File: src/rtl/clock_pkg.sv
// Shared definitions for the alarm-clock digit cells.
//   - digit modulus constants for the time/alarm fields
//   - cnt_op_e: the single operation a counter cell commits on an edge
package clock_pkg;

  localparam int SEC_UNITS_MOD = 10;
  localparam int SEC_TENS_MOD  = 6;
  localparam int HOUR24_MOD    = 24;
  localparam int HOUR12_MOD    = 12;

  typedef enum logic [2:0] {
    HOLD,
    CLR,
    LOAD,
    INC,
    DEC
  } cnt_op_e;

endpackage

File: src/rtl/cnt_op_decode.sv
// Combinational control decode for a counter cell.
//   clr, load, inc, dec : raw per-edge controls
//   op                  : operation to commit, clr > load > inc/dec
// inc and dec together cancel to HOLD.
module cnt_op_decode
  import clock_pkg::*;
(
  input  logic    clr,
  input  logic    load,
  input  logic    inc,
  input  logic    dec,
  output cnt_op_e op
);

  always_comb begin
    op = HOLD;
    if (clr)              op = CLR;
    else if (load)        op = LOAD;
    else if (inc && !dec) op = INC;
    else if (dec && !inc) op = DEC;
  end

endmodule

File: src/rtl/mod_counter_reg.sv
// Modulo-MODULUS up/down counter cell with clear, clamped load and
// cascade outputs.
//   clk, rst_n        : clock, async active-low reset
//   clr, load, D      : sync clear to RESET_VAL, sync load of D
//   inc, dec          : one step up/down (both high = hold)
//   Q                 : registered count, always in 0..MODULUS-1
//   carry, borrow     : this edge wraps up / down (feed next cell's inc/dec)
//   at_max, at_zero   : decode of current Q
//   load_err          : sticky, set by an out-of-range load, cleared by clr
module mod_counter_reg
  import clock_pkg::*;
#(
  parameter int WIDTH     = 4,
  parameter int MODULUS   = 10,
  parameter int RESET_VAL = 0
) (
  input  logic             clk,
  input  logic             rst_n,
  input  logic             clr,
  input  logic             load,
  input  logic [WIDTH-1:0] D,
  input  logic             inc,
  input  logic             dec,
  output logic [WIDTH-1:0] Q,
  output logic             carry,
  output logic             borrow,
  output logic             at_max,
  output logic             at_zero,
  output logic             load_err
);

  generate
    if (MODULUS < 2 || MODULUS > (1 << WIDTH)) begin : g_bad_modulus
      $error("mod_counter_reg: MODULUS out of range 2..2^WIDTH");
    end
    if (RESET_VAL < 0 || RESET_VAL >= MODULUS) begin : g_bad_reset_val
      $error("mod_counter_reg: RESET_VAL must be < MODULUS");
    end
  endgenerate

  localparam int              WP1  = WIDTH + 1;
  localparam logic [WIDTH-1:0] QMAX = WIDTH'(MODULUS - 1);
  localparam logic [WIDTH-1:0] QRST = WIDTH'(RESET_VAL);
  localparam logic [WIDTH-1:0] ONE  = WIDTH'(1);
  // One extra bit so MODULUS = 2^WIDTH is representable; every D is then legal.
  localparam logic [WIDTH:0]   MODV = WP1'(MODULUS);

  cnt_op_e op;
  logic    d_ok;

  cnt_op_decode u_decode (
    .clr  (clr),
    .load (load),
    .inc  (inc),
    .dec  (dec),
    .op   (op)
  );

  assign d_ok    = ({1'b0, D} < MODV);
  assign at_max  = (Q == QMAX);
  assign at_zero = (Q == '0);
  // Wrap compare against QMAX, not against natural overflow, so Q stays
  // in range for any modulus.
  assign carry   = (op == INC) && at_max;
  assign borrow  = (op == DEC) && at_zero;

  always_ff @(posedge clk or negedge rst_n) begin
    if (!rst_n) begin
      Q        <= QRST;
      load_err <= 1'b0;
    end else begin
      unique case (op)
        CLR: begin
          Q        <= QRST;
          load_err <= 1'b0;
        end
        LOAD: begin
          Q <= d_ok ? D : QMAX;
          if (!d_ok) load_err <= 1'b1;
        end
        INC:     Q <= at_max  ? '0   : Q + ONE;
        DEC:     Q <= at_zero ? QMAX : Q - ONE;
        default: Q <= Q;
      endcase
    end
  end

endmodule

File: config.mk
export PLATFORM = sky130hd
export DESIGN_NAME = mod_counter_reg
export DESIGN_NICKNAME = d
export VERILOG_FILES = /design/src/rtl/clock_pkg.sv /design/src/rtl/cnt_op_decode.sv /design/src/rtl/mod_counter_reg.sv
export SDC_FILE = /design/constraint.sdc
export NUM_CORES = 1
export LEC_CHECK = 0
export ABC_AREA = 0
export BUFFER_PORTS_ARGS = -buffer_cell sky130_fd_sc_hd__buf_2
export CAP_MARGIN = 20
export CORE_AREA = 2 2 39 41
export CTS_CLUSTER_SIZE = 40
export DETAILED_ROUTE_END_ITERATION = 8
export DIE_AREA = 0 0 41 43
export GPL_ROUTABILITY_DRIVEN = 0
export SETUP_SLACK_MARGIN = 0.1
export SYNTH_ARGS = -nofsm -noshare
export SYNTH_HDL_FRONTEND = slang
export SYNTH_SLANG_ARGS = --single-unit
File: constraint.sdc
create_clock -name clk -period 1.6 [get_ports clk]
set_input_delay 0.24 -clock clk [delete_from_list [all_inputs] [get_ports clk]]
set_output_delay 0.24 -clock clk [all_outputs]
set_load 0.05 [all_outputs]
==> run summary <==
Worst path slowest cell - dfrtp_2
Mux cell area share after synthesis - 4.75%
Initial Utilization - 32.4%
Die width - 41 µm
CP top delay family - flip-flops
Yosys top cell by area - dfrtp_1
Tot Pwr - 0.519 mW
Post-synth top area share - 27.9%
Sequential fraction of the synthesis area - 27.9%
CP Capture Type - output port
Routed wire length - 1130 µm
Hold Fails Final Rpt - 0
Clk pin slew, worst setup/hold paths - 0.04 ns
Vias - 537
CTS tree - built
Comb pwr share - 43.3%
DIE AREA - 1760 µm²
Via density - 5.11
Die H - 43 µm
RSZ-0062 raised after global routing - yes
Initial antenna violation count - 0
Final setup vio count - 0
Initial DRC count - 7
# IOs - 19
Avg Cell Area, Syn - 7.47 µm²
Final Slew Violations - 0
CTS Buf Count - 3
Internal power - 0.329 mW
CTS H-Tree Depth - 1
Combinational family with the most area after synthesis - simple AND/OR/NAND/NOR gates
CP Buf/Inv Count - 1
Sw Ratio - 36.6%
Ratio of final minimum period to clock period - 93.4%
VDD IR-drop max - 0.274 mV
Adder-Cell Fraction of Synth Area - 0%
Post-synthesis compound-gate area fraction - 23.5%
Total gr overflow - 0
Synthesized area - 448 µm²
CP Class - reg -> out
Synth cell types - 30
GRT Util Overall - 15.3%
Wire length per cell - 10.8 µm
Clock root cell - clkbuf_4
Clock Latency Late Sink - 0.23 ns
Max-Cap Viols - 0
Mapped Cells - 60
Largest net degree at the start of global routing - 10
Routed Antenna Nets - 0
Initial DRT Pass Iterations - 4
Top cells by area, synth - dfrtp_1, nor2_1, o21ai_0, buf_2, xnor2_1
Crit path arrival time - 1.26 ns
Clock sink count - 5
Nets - 100
Worst clock skew - 0.00274 ns
Pleak - 0.340 nW
Multi-input logic area - 332 µm²
Hold slack final - 0.238 ns
Fmax - 669 MHz
Area growth syn-to-layout - 65.6%
DRC - 0
# port buffers - 18
Sequential share of power - 30.0%
Minimum clock period - 1.50 ns
Core area - 1380 µm²
N_diodes - 0
Layout cells sized above 1 - 52.8%
Clock Power Share - 26.6%
Worst endpoint required time - 1.36 ns
Std cell rows - 14
Hold crit path type - in -> reg
Crit-path cells - nor3_2 > nor3b_4 > buf_6
Net Count, Synth - 70
Vias in the first global route - 500
Status - finished, final reports clean
FF/Latch Area - 130 µm²
DPL Wire Length - 840 µm
Slew Limit Headroom - 81.3%
Crit start category - flip-flop
CP Max Fanout - 5
Post-Synth Simple-Gate Area - 30.4%
Syn. warnings - 0
First-pass GRT wire length - 1930 µm
Sw Pwr - 0.190 mW
CP max stage delay - 0.43 ns
Clock tree buffer depth - 2
Slew @ Worst Pin - 0.276 ns
Post-Synth XOR/XNOR Area - 3.91%
Post-synthesis register bit count - 5
Power Density - 699 nW/µm²
Fillers - 134
## layout by cell type, fill, tap and decap left out, types with 2 or more instances in the layout
cell type / netlist / layout
a22oi_1: 2 / 2
inv_1: 4 / 3
nand3b_1: 2 / 2
clkbuf_4: 0 / 3
xnor2_1: 2 / 2
buf_4: 0 / 11
buf_2: 4 / 14
buf_6: 0 / 3
dfrtp_2: 0 / 4
nor2_1: 9 / 7
nand2_1: 2 / 2
o21ai_0: 6 / 5
## power groups by stage
| stage | Combinational [mW] | Clock [mW] | Sequential (mW) |
|---|---|---|---|
| after global placement | 0.170 | 0 | 0.168 |
| after CTS | 0.215 | 0.143 | 0.157 |
| after detailed placement | 0.171 | 0 | 0.167 |
| after global routing | 0.242 | 0.156 | 0.158 |
| after floorplan | 0.118 | 0 | 0.183 |
| final | 0.225 | 0.138 | 0.156 |
## path summary, 6_finish.rpt
check                           cells after the start       end     start  slack, ns
worst min-delay path                                2      Q[0]       clr       0.24
worst max-delay path                                3    borrow      Q[2]       0.10
worst min register to register                      2  load_err  load_err       0.50
worst max register to register                      6      Q[2]      Q[0]       0.17
min in group asynchronous                           2      Q[0]     rst_n       0.34
max in group asynchronous                           2      Q[2]     rst_n       1.12
## what timing repair did
item / 4_1_cts / 5_1_grt
setup endpoints to repair: 4 / 6
buffers inserted: 7 / 2
pin swaps: 1 / 3
gates resized for setup: 8 / 5
hold buffers: 1 / 0
endpoints found under the hold margin: 5 / 0
## area by class of cell
class	count	share of cell area, %
Multi-Input combinational cell	45	44.7
Timing Repair Buffer	30	28.5
Sequential cell	5	17.5
Clock buffer	4	3.54
Inverter	5	3.04
Tap cell	16	2.70
## flip-flops by register name (all words and copies together), names as in the netlist
signal and flops:
Q 4, load_err 1
## metal layers
metal  vias to the layer above  global-route usage [%]  share of wire [%]  wire length (µm)
li1                        274                       -                  -                 -
met1                       250                    21.0                 46               517
met2                        11                    23.4                 50               569
met3                         2                    1.57                3.3                37
met4                         0                    6.00               0.79                 9
met5                         -                       0                  0                 0
## cell usage after synthesis
| master | count |
|---|---|
| mux2_2 | 1 |
| buf_2 | 4 |
| a22oi_1 | 2 |
| o21ai_0 | 6 |
| o31ai_1 | 1 |
| or2_2 | 1 |
| a21oi_1 | 1 |
| dfrtp_1 | 5 |
| nand3b_1 | 2 |
| inv_1 | 4 |
| nor3b_1 | 2 |
| or4_1 | 1 |
| o21bai_1 | 1 |
| clkbuf_1 | 1 |
| nor2_1 | 9 |
| nand2_1 | 2 |
| o221ai_1 | 1 |
| nor3_1 | 2 |
| mux2i_1 | 1 |
| xnor2_1 | 2 |
| and3b_1 | 1 |
| a311oi_1 | 1 |
| o211ai_1 | 1 |
| inv_2 | 1 |
| nand3_1 | 2 |
| nor4_1 | 1 |
| nor4bb_1 | 1 |
| a31oi_1 | 1 |
| and3_1 | 1 |
| a211o_1 | 1 |
## cell families (layout without fill, tap and decap cells)
family,Yosys count,in the layout
flops,5,5
xor+xnor,2,2
compound gates,16,16
mux,2,2
buf+inv,10,39
simple gates,25,25
## metrics by stage
| step | instances | area (µm²) | setup WS (ns) | TNS (ns) | util (%) |
|---|---|---|---|---|---|
| after floorplan | 60 | 514 | -0.0463 | -0.0762 | - |
| after global placement | 91 | 597 | 0.164 | 0 | 43.1 |
| after detailed placement | 91 | 597 | 0.127 | 0 | 43.1 |
| after CTS | 103 | 712 | 0.0723 | 0 | 51.4 |
| after global routing | 105 | 742 | 0.0261 | 0 | 53.6 |
| final | 105 | 742 | 0.105 | 0 | 53.6 |
## worst register-to-register path: cells and delay by family (launching register included)
family / cells / cell delay (ns)
flip-flops: 1 / 0.44
AO/OA/AOI/OAI: 2 / 0.35
buffers and inverters: 2 / 0.30
AND/OR/NAND/NOR: 1 / 0.07
multiplexers: 1 / 0.14
Note: power is estimated with default switching activity, not from simulation.
